[config.mk]
export PLATFORM = sky130hd
export DESIGN_NAME = glyph_pixel_reader_flat
export DESIGN_NICKNAME = d
export VERILOG_FILES = /design/src/rtl/glyph_pkg.sv /design/src/rtl/glyph_pixel_reader_if.sv /design/src/rtl/glyph_scan_counter.sv /design/src/rtl/glyph_pixel_reader.sv /design/src/flat_wrapper.sv
export SDC_FILE = /design/constraint.sdc
export NUM_CORES = 1
export LEC_CHECK = 0
export CAP_MARGIN = 10
export CORE_ASPECT_RATIO = 0.8
export CORE_UTILIZATION = 30
export DETAILED_ROUTE_END_ITERATION = 8
export GPL_TIMING_DRIVEN = 1
export PLACE_DENSITY = 0.59
export SYNTH_ARGS = -nofsm -noshare
export SYNTH_HDL_FRONTEND = slang
export SYNTH_SLANG_ARGS = --single-unit
[constraint.sdc]
create_clock -name clock -period 3.7 [get_ports clock]
set_clock_uncertainty 0.05 [all_clocks]
set_input_delay 0.555 -clock clock [delete_from_list [all_inputs] [get_ports clock]]
set_output_delay 0.555 -clock clock [all_outputs]
set_load 0.02 [all_outputs]
[src/rtl/glyph_pkg.sv]
// Shared constants, colour width and FSM state type for the glyph pixel reader.
// Build option: GLYPH_SCALE2_EN selects 2x2 pixel replication (16x32 output cell).
package glyph_pkg;

    localparam int GLYPH_W = 8;
    localparam int GLYPH_H = 16;
    localparam int ROM_AW  = 7;
    localparam int RGB_W   = 16;

    // Output cell coordinate widths, wide enough for the scaled 16x32 cell.
    localparam int PIX_XW  = 4;
    localparam int PIX_YW  = 5;

    typedef enum logic [1:0] {
        IDLE,
        FETCH,
        WAIT,
        SEND
    } glyph_rd_state_t;

endpackage

[src/rtl/glyph_pixel_reader_if.sv]
// Pixel stream from the glyph reader to the TFT write controller.
// Master drives pixels and markers; slave returns pix_ready.
interface glyph_pixel_reader_if;
    import glyph_pkg::*;

    logic [RGB_W-1:0]  pix_data;
    logic              pix_valid;
    logic              pix_ready;
    logic [PIX_XW-1:0] pix_x;
    logic [PIX_YW-1:0] pix_y;
    logic              pix_last;

    modport master (
        output pix_data,
        output pix_valid,
        output pix_x,
        output pix_y,
        output pix_last,
        input  pix_ready
    );

    modport slave (
        input  pix_data,
        input  pix_valid,
        input  pix_x,
        input  pix_y,
        input  pix_last,
        output pix_ready
    );

endinterface

[src/rtl/glyph_scan_counter.sv]
// Row-major x/y scan counters for one glyph cell, last-pixel flag and ROM
// address mapping. Build option: GLYPH_SCALE2_EN doubles the cell in both axes,
// each glyph bit being addressed by two consecutive x and two consecutive y.
module glyph_scan_counter
    import glyph_pkg::*;
(
    input  logic              clock,
    input  logic              reset,
    input  logic              clear,
    input  logic              advance,
    output logic [PIX_XW-1:0] x,
    output logic [PIX_YW-1:0] y,
    output logic              last,
    output logic [ROM_AW-1:0] rom_address
);

`ifdef GLYPH_SCALE2_EN
    localparam logic [PIX_XW-1:0] X_MAX = PIX_XW'(2*GLYPH_W - 1);
    localparam logic [PIX_YW-1:0] Y_MAX = PIX_YW'(2*GLYPH_H - 1);
`else
    localparam logic [PIX_XW-1:0] X_MAX = PIX_XW'(GLYPH_W - 1);
    localparam logic [PIX_YW-1:0] Y_MAX = PIX_YW'(GLYPH_H - 1);
`endif

    // Step x across the row, wrapping into the next row; whole cell wraps to (0,0).
    always_ff @(posedge clock) begin
        if (reset || clear) begin
            x <= '0;
            y <= '0;
        end else if (advance) begin
            if (x == X_MAX) begin
                x <= '0;
                y <= (y == Y_MAX) ? '0 : y + 1'b1;
            end else begin
                x <= x + 1'b1;
            end
        end
    end

    assign last = (x == X_MAX) && (y == Y_MAX);

`ifdef GLYPH_SCALE2_EN
    assign rom_address = {y[4:1], x[3:1]};
`else
    assign rom_address = {y[3:0], x[2:0]};
`endif

endmodule

[src/rtl/glyph_pixel_reader.sv]
// Reads one glyph from a 1-bit registered ROM and streams it as RGB565 pixels
// with first-to-last row-major order, one FETCH/WAIT/SEND pass per pixel.
// Build option: GLYPH_SCALE2_EN renders each glyph bit as a 2x2 block.
module glyph_pixel_reader
    import glyph_pkg::*;
(
    input  logic                 clock,
    input  logic                 reset,
    input  logic                 start,
    input  logic [RGB_W-1:0]     fg_color,
    input  logic [RGB_W-1:0]     bg_color,
    output logic [ROM_AW-1:0]    rom_address,
    input  logic                 rom_q,
    glyph_pixel_reader_if.master pix,
    output logic                 busy,
    output logic                 done
);

    glyph_rd_state_t   state;
    logic [RGB_W-1:0]  fg_q;
    logic [RGB_W-1:0]  bg_q;
    logic [PIX_XW-1:0] cnt_x;
    logic [PIX_YW-1:0] cnt_y;
    logic              cnt_last;
    logic              start_ok;
    logic              accept;

    // A start coinciding with the done pulse is dropped so restarts begin a cycle later.
    assign start_ok = start && (state == IDLE) && !done;
    assign accept   = (state == SEND) && pix.pix_ready;

    glyph_scan_counter u_scan (
        .clock       (clock),
        .reset       (reset),
        .clear       (start_ok),
        .advance     (accept),
        .x           (cnt_x),
        .y           (cnt_y),
        .last        (cnt_last),
        .rom_address (rom_address)
    );

    // Control FSM with registered pixel outputs, busy and done.
    always_ff @(posedge clock) begin
        if (reset) begin
            state         <= IDLE;
            pix.pix_data  <= '0;
            pix.pix_valid <= 1'b0;
            pix.pix_x     <= '0;
            pix.pix_y     <= '0;
            pix.pix_last  <= 1'b0;
            busy          <= 1'b0;
            done          <= 1'b0;
        end else begin
            done <= 1'b0;
            case (state)
                IDLE: begin
                    if (start_ok) begin
                        fg_q  <= fg_color;
                        bg_q  <= bg_color;
                        busy  <= 1'b1;
                        state <= FETCH;
                    end
                end
                FETCH: begin
                    state <= WAIT;
                end
                WAIT: begin
                    pix.pix_data  <= rom_q ? fg_q : bg_q;
                    pix.pix_x     <= cnt_x;
                    pix.pix_y     <= cnt_y;
                    pix.pix_last  <= cnt_last;
                    pix.pix_valid <= 1'b1;
                    state         <= SEND;
                end
                SEND: begin
                    if (pix.pix_ready) begin
                        pix.pix_valid <= 1'b0;
                        if (pix.pix_last) begin
                            busy  <= 1'b0;
                            done  <= 1'b1;
                            state <= IDLE;
                        end else begin
                            state <= FETCH;
                        end
                    end
                end
                default: state <= IDLE;
            endcase
        end
    end

endmodule
[src/flat_wrapper.sv]
// flat-port wrapper written by rule: the top's interface ports become plain ports
module glyph_pixel_reader_flat import glyph_pkg::*;
  (clock, reset, start, fg_color, bg_color, rom_address, rom_q, busy, done, pix_pix_data, pix_pix_valid, pix_pix_x, pix_pix_y, pix_pix_last, pix_pix_ready);
  glyph_pixel_reader_if pix_i ();
  input  logic clock;
  input  logic reset;
  input  logic start;
  input  logic [RGB_W-1:0] fg_color;
  input  logic [RGB_W-1:0] bg_color;
  output logic [ROM_AW-1:0] rom_address;
  input  logic rom_q;
  output logic busy;
  output logic done;
  output wire logic [$bits(pix_i.pix_data)-1:0] pix_pix_data;
  output wire logic [$bits(pix_i.pix_valid)-1:0] pix_pix_valid;
  output wire logic [$bits(pix_i.pix_x)-1:0] pix_pix_x;
  output wire logic [$bits(pix_i.pix_y)-1:0] pix_pix_y;
  output wire logic [$bits(pix_i.pix_last)-1:0] pix_pix_last;
  input wire logic [$bits(pix_i.pix_ready)-1:0] pix_pix_ready;
  assign pix_pix_data = pix_i.pix_data;
  assign pix_pix_valid = pix_i.pix_valid;
  assign pix_pix_x = pix_i.pix_x;
  assign pix_pix_y = pix_i.pix_y;
  assign pix_pix_last = pix_i.pix_last;
  assign pix_i.pix_ready = pix_pix_ready;
  glyph_pixel_reader u_core (.clock(clock), .reset(reset), .start(start), .fg_color(fg_color), .bg_color(bg_color), .rom_address(rom_address), .rom_q(rom_q), .pix(pix_i), .busy(busy), .done(done));
endmodule
After elaboration in Yosys (flattened, before gate mapping)
Index checks and enable logic that the tools add are counted.
Operators by class
  add/sub/neg operators: 2
  eq/ne operators: 8
  multiplexer cells: 14
  bitwise gates (word level): 3
  reductions and logical operators: 15
Operator list (number)
  16-bit 2-to-1 mux: 1
  2-bit one-hot mux with 4 select lines: 1
  1-bit 2-to-1 mux: 6
  2-bit AND reduction: 3
  5-bit by 1-bit adder with 5-bit output (second input constant): 1
  5-bit by 4-bit == test with 1-bit output (second input constant): 1
  5-bit 2-to-1 mux: 1
  4-bit by 1-bit adder with 4-bit output (second input constant): 1
  2-bit == test (second input constant): 2
  4-bit by 3-bit == test with 1-bit output (second input constant): 1
  1-bit logical AND: 4
  2-bit 2-to-1 mux: 2
  4-bit 2-to-1 mux: 1
  2-bit != test (second input constant): 2
  1-bit one-hot mux with 2 select lines: 2
  4-bit AND reduction: 1
  2-bit nonzero test: 2
  1-bit inverter: 3
  3-bit AND reduction: 1
  3-bit OR reduction: 1
  2-bit by 1-bit == test with 1-bit output (second input constant): 1
  2-bit zero test: 1
  2-bit by 1-bit != test with 1-bit output (second input constant): 1
  1-bit zero test: 1
  1-bit logical OR: 1
Word-level totals
  register bits: 72
  input bits: 37
  output and inout port bits: 36

Longest topological paths before layout
  depth after elaboration: 5
  mapped depth: 6
  depth with buffers taken out: 5

Cells and area by module
Synthesis repeated with hierarchy kept, for this count alone.
Second synthesis, totals
  cell total of the unflattened synthesis: 225
  area, all modules: 2847.7 um2
By module, submodules not included
  glyph_pixel_reader: times used 1, cells each 172, area an instance 2367.3 um2, seq. area each 1581.5 um2
  glyph_scan_counter: times used 1, cells each 53, area an instance 480.5 um2, seq. area each 180.2 um2

Worst setup path before layout
Ideal clock, no wire load.
  path type: input port to flip-flop
  start: in reset
  end: reg u_core.bg_q[0], enable pin
  library setup time: 421 ps
  arrival time: 2272 ps
  required time: 3229 ps
  path slack: 957 ps
  stages on the path: 3
  path buffers: 2
  cell sequence: clkbuf_1 > clkbuf_1 > nor2_1
On the way
  cells in the longest elaborated chain, start to end: 2
Ends and longest elaborated chain
  start: declaration: RTL line flat_wrapper.sv:6  | input logic reset;
  1-bit inverter (no line)
  3-bit AND reduction (no line)
  end signal: assignment: RTL line glyph_pixel_reader.sv:60  | bg_q <= bg_color;
  end: declaration: RTL line glyph_pixel_reader.sv:21  | logic [RGB_W-1:0] bg_q;
Every way passes these cells.
A chain may end at the register's enable or synchronous reset.

Final worst setup path
  start: reg u_core.u_scan.y[0]
  end: out rom_address[3]
RTL lines
  start: declaration: RTL line glyph_scan_counter.sv:12  | output logic [PIX_YW-1:0] y,
  start signal: assignment: RTL line glyph_scan_counter.sv:33  | y <= (y == Y_MAX) ? '0 : y + 1'b1;
  end: declaration: RTL line flat_wrapper.sv:10  | output logic [ROM_AW-1:0] rom_address;
No word-level cell between the ends.

==> qor.txt <==
Wirelength per Cell - 14.0 µm
# hold bufs at CTS - 0
Worst Tran Pin Value - 1.00 ns
Num Clock Sinks - 72
Hold WC Path Type - register to register
Period minus WS final - 2.01 ns
first-pass GRT wire length - 9.17 mm
via count - 1816
# DRC - 0
Port Buffers - 72
GRT met3 Usage - 0.0565
crit-path cells - clkdlybuf4s50_1
P_leak - 0.00135 µW
Mapped Nets - 268
Worst Path Max Fanout - 6
GRT Max-Usage Layer - met2
share of layout cells above drive strength 1 - 0.0580
CTS tree - built
number of setup buffers added after CTS - 0
vias in the first global route - 1856
top-level port count - 73
TritonCTS buffer count - 9
Net count, final - 331
Critical R2R Launch - u_core.state[0]
crit path DAT - 1.41 ns
final setup vio count - 0
floorplan core area - 8710 µm²
synth cell count leaders - 40 x dfxtp_1, 35 x nor2_1, 32 x edfxtp_1
vias per cell - 4.48
Post-DP HPWL - 3.76 mm
CP max stage delay - 0.65 ns
status - completed
R2R Setup Slk - 1.70 ns
first-iteration detailed-routing DRC count - 76
Worst path top cell family by delay - buffers and inverters
CP Launch Point - u_core.u_scan.y[0]
Seq cells post-synth - 72
cell taking the most area after synthesis - edfxtp_1
die width - 109 µm
clk buf depth - 2
Starting Density - 0.317
WS Path Type - register to primary output
Worst setup endpoint - rom_address[3]
largest net degree at the start of global routing - 45
synth-to-layout area growth - 38.8%
Worst Setup End Kind - primary output
synth warn - 0
GRT Util Overall - 0.130
fin crit share - 0.543
reg2reg path depth - 4
fmax - 497 MHz
Critical R2R Capture - u_core.bg_q[9]
Cells after Synth - 225
GR Layer Usage met2 - 0.201
Synth Flop Type - dfxtp_1
post_cts resized - 0
post-synth top area share - 0.348
WL final - 5.67 mm
die height - 87.8 µm
worst-skew pair later-pin latency - 0.32 ns
Avg Inst Size Synth - 12.3 µm²
final hold slack - 0.438 ns
Crit-path slowest cell - clkdlybuf4s50_1
diode count - 0
Slew headroom - 0.328
ANT nets after route - 0
Buf/Inv on CP - 1
data required time of the worst path - 3.09 ns
fill count - 846
Mapped Area - 2760 µm²
Seq/Total Area, Yosys - 0.639
initial antenna violation count - 0
asr flop ratio synth - 0
setup tns final - 0 ns
number of synthesized flops with an enable pin - 32
VDD IR-drop max - 0.000339 V
row cnt - 30
grt total ovfl - 0
max_cap viols - 0
Hold Path Depth - 2
CP Launch Type - register
Levels on crit path - 1
Yosys cell types - 31
gpl congestion - 0.671
power per cell area - 654 nW/µm²
Final Hold Fails - 0
met1 usage - 0.167
H-Tree Depth - 3
final max-slew violation count - 0
clk root buf - clkbuf_16
Pre-antenna DRT Iters - 4
most common cell in the netlist - dfxtp_1
top cells by area, synth - edfxtp_1 35%, dfxtp_1 29%, mux2i_1 9.8%
die area - 9590 µm²
RSZ-0062 raised after global routing - no
CTS clk-pin slew, worst paths - 0.06 ns
state kept, by name (all words and copies together) (netlist names):
signal and count:
u_core.done 1, u_core.u_scan.y 5, u_core.busy 1, u_core.pix.pix_y 5, u_core.pix.pix_valid 1, u_core.pix.pix_x 4
u_core.pix.pix_data 16, u_core.fg_q 16, u_core.bg_q 16, u_core.u_scan.x 4, u_core.pix.pix_last 1, u_core.state 2
routing by layer:
metal	share of wire	wire length, µm
met2	0.44	2520
met3	0.064	364
met4	0.0042	24
met5	0	0
met1	0.49	2760
how the worst min path moves through the flow:
stage / startpoint / to
after floorplan: u_core.u_scan.y[4] / u_core.u_scan.y[4]
after global placement: u_core.u_scan.y[4] / u_core.u_scan.y[4]
after detailed placement: u_core.pix.pix_data[5] / u_core.pix.pix_data[5]
after CTS: u_core.pix.pix_data[3] / u_core.pix.pix_data[3]
after global routing: u_core.pix.pix_data[9] / u_core.pix.pix_data[9]
final: u_core.pix.pix_x[0] / u_core.pix.pix_x[0]
layout make-up:
class,instances,area (µm²),area share
multi-input combinational,130,878,0.229
tap,112,140,0.0366
sequential,72,1760,0.460
clock buffer,10,229,0.0598
inverter,2,7.51,0.00196
clock inverter,6,83.8,0.0219
timing repair buffer,73,728,0.190
logic make-up after synthesis:
group | count (synthesis) | share of synthesized area
compound gates | 31 | 0.0753
fa+ha+maj | 6 | 0.0272
xor+xnor | 2 | 0.00635
simple gates | 64 | 0.108
buf+inv | 23 | 0.0467
flops | 72 | 0.639
mux | 27 | 0.0980
where the power goes:
group | total, µW | switching, µW | internal [µW]
Sequential | 1020 | 57.8 | 963
Combinational | 579 | 315 | 264
Clock | 902 | 316 | 587
cell usage in the layout (no fill, tap or decap), types with 2 or more instances in the layout:
cell type / count
nor2_1: 34
inv_1: 2
edfxtp_1: 32
ha_1: 5
clkbuf_16: 9
clkdlybuf4s50_1: 72
nor3b_1: 2
a211oi_1: 16
o21ai_0: 2
nor2b_1: 3
nand3_1: 6
clkinv_1: 2
bufinv_16: 2
nand2b_1: 3
nand2_1: 7
xor2_1: 2
a21oi_1: 9
mux2i_1: 27
dfxtp_1: 40
through the flow:
stage	cells	cell area [µm²]	worst slack, ns	utilization	total power (µW)
2_1_floorplan	225	2760	0.957	-	1390
3_3_place_gp	389	3520	1.35	0.404	1610
3_5_place_dp	389	3520	1.34	0.404	1630
4_1_cts	405	3830	1.65	0.440	2530
5_1_grt	405	3830	1.54	0.440	2630
6_report	405	3830	1.69	0.440	2500
Power figures use the tool's default switching activity.
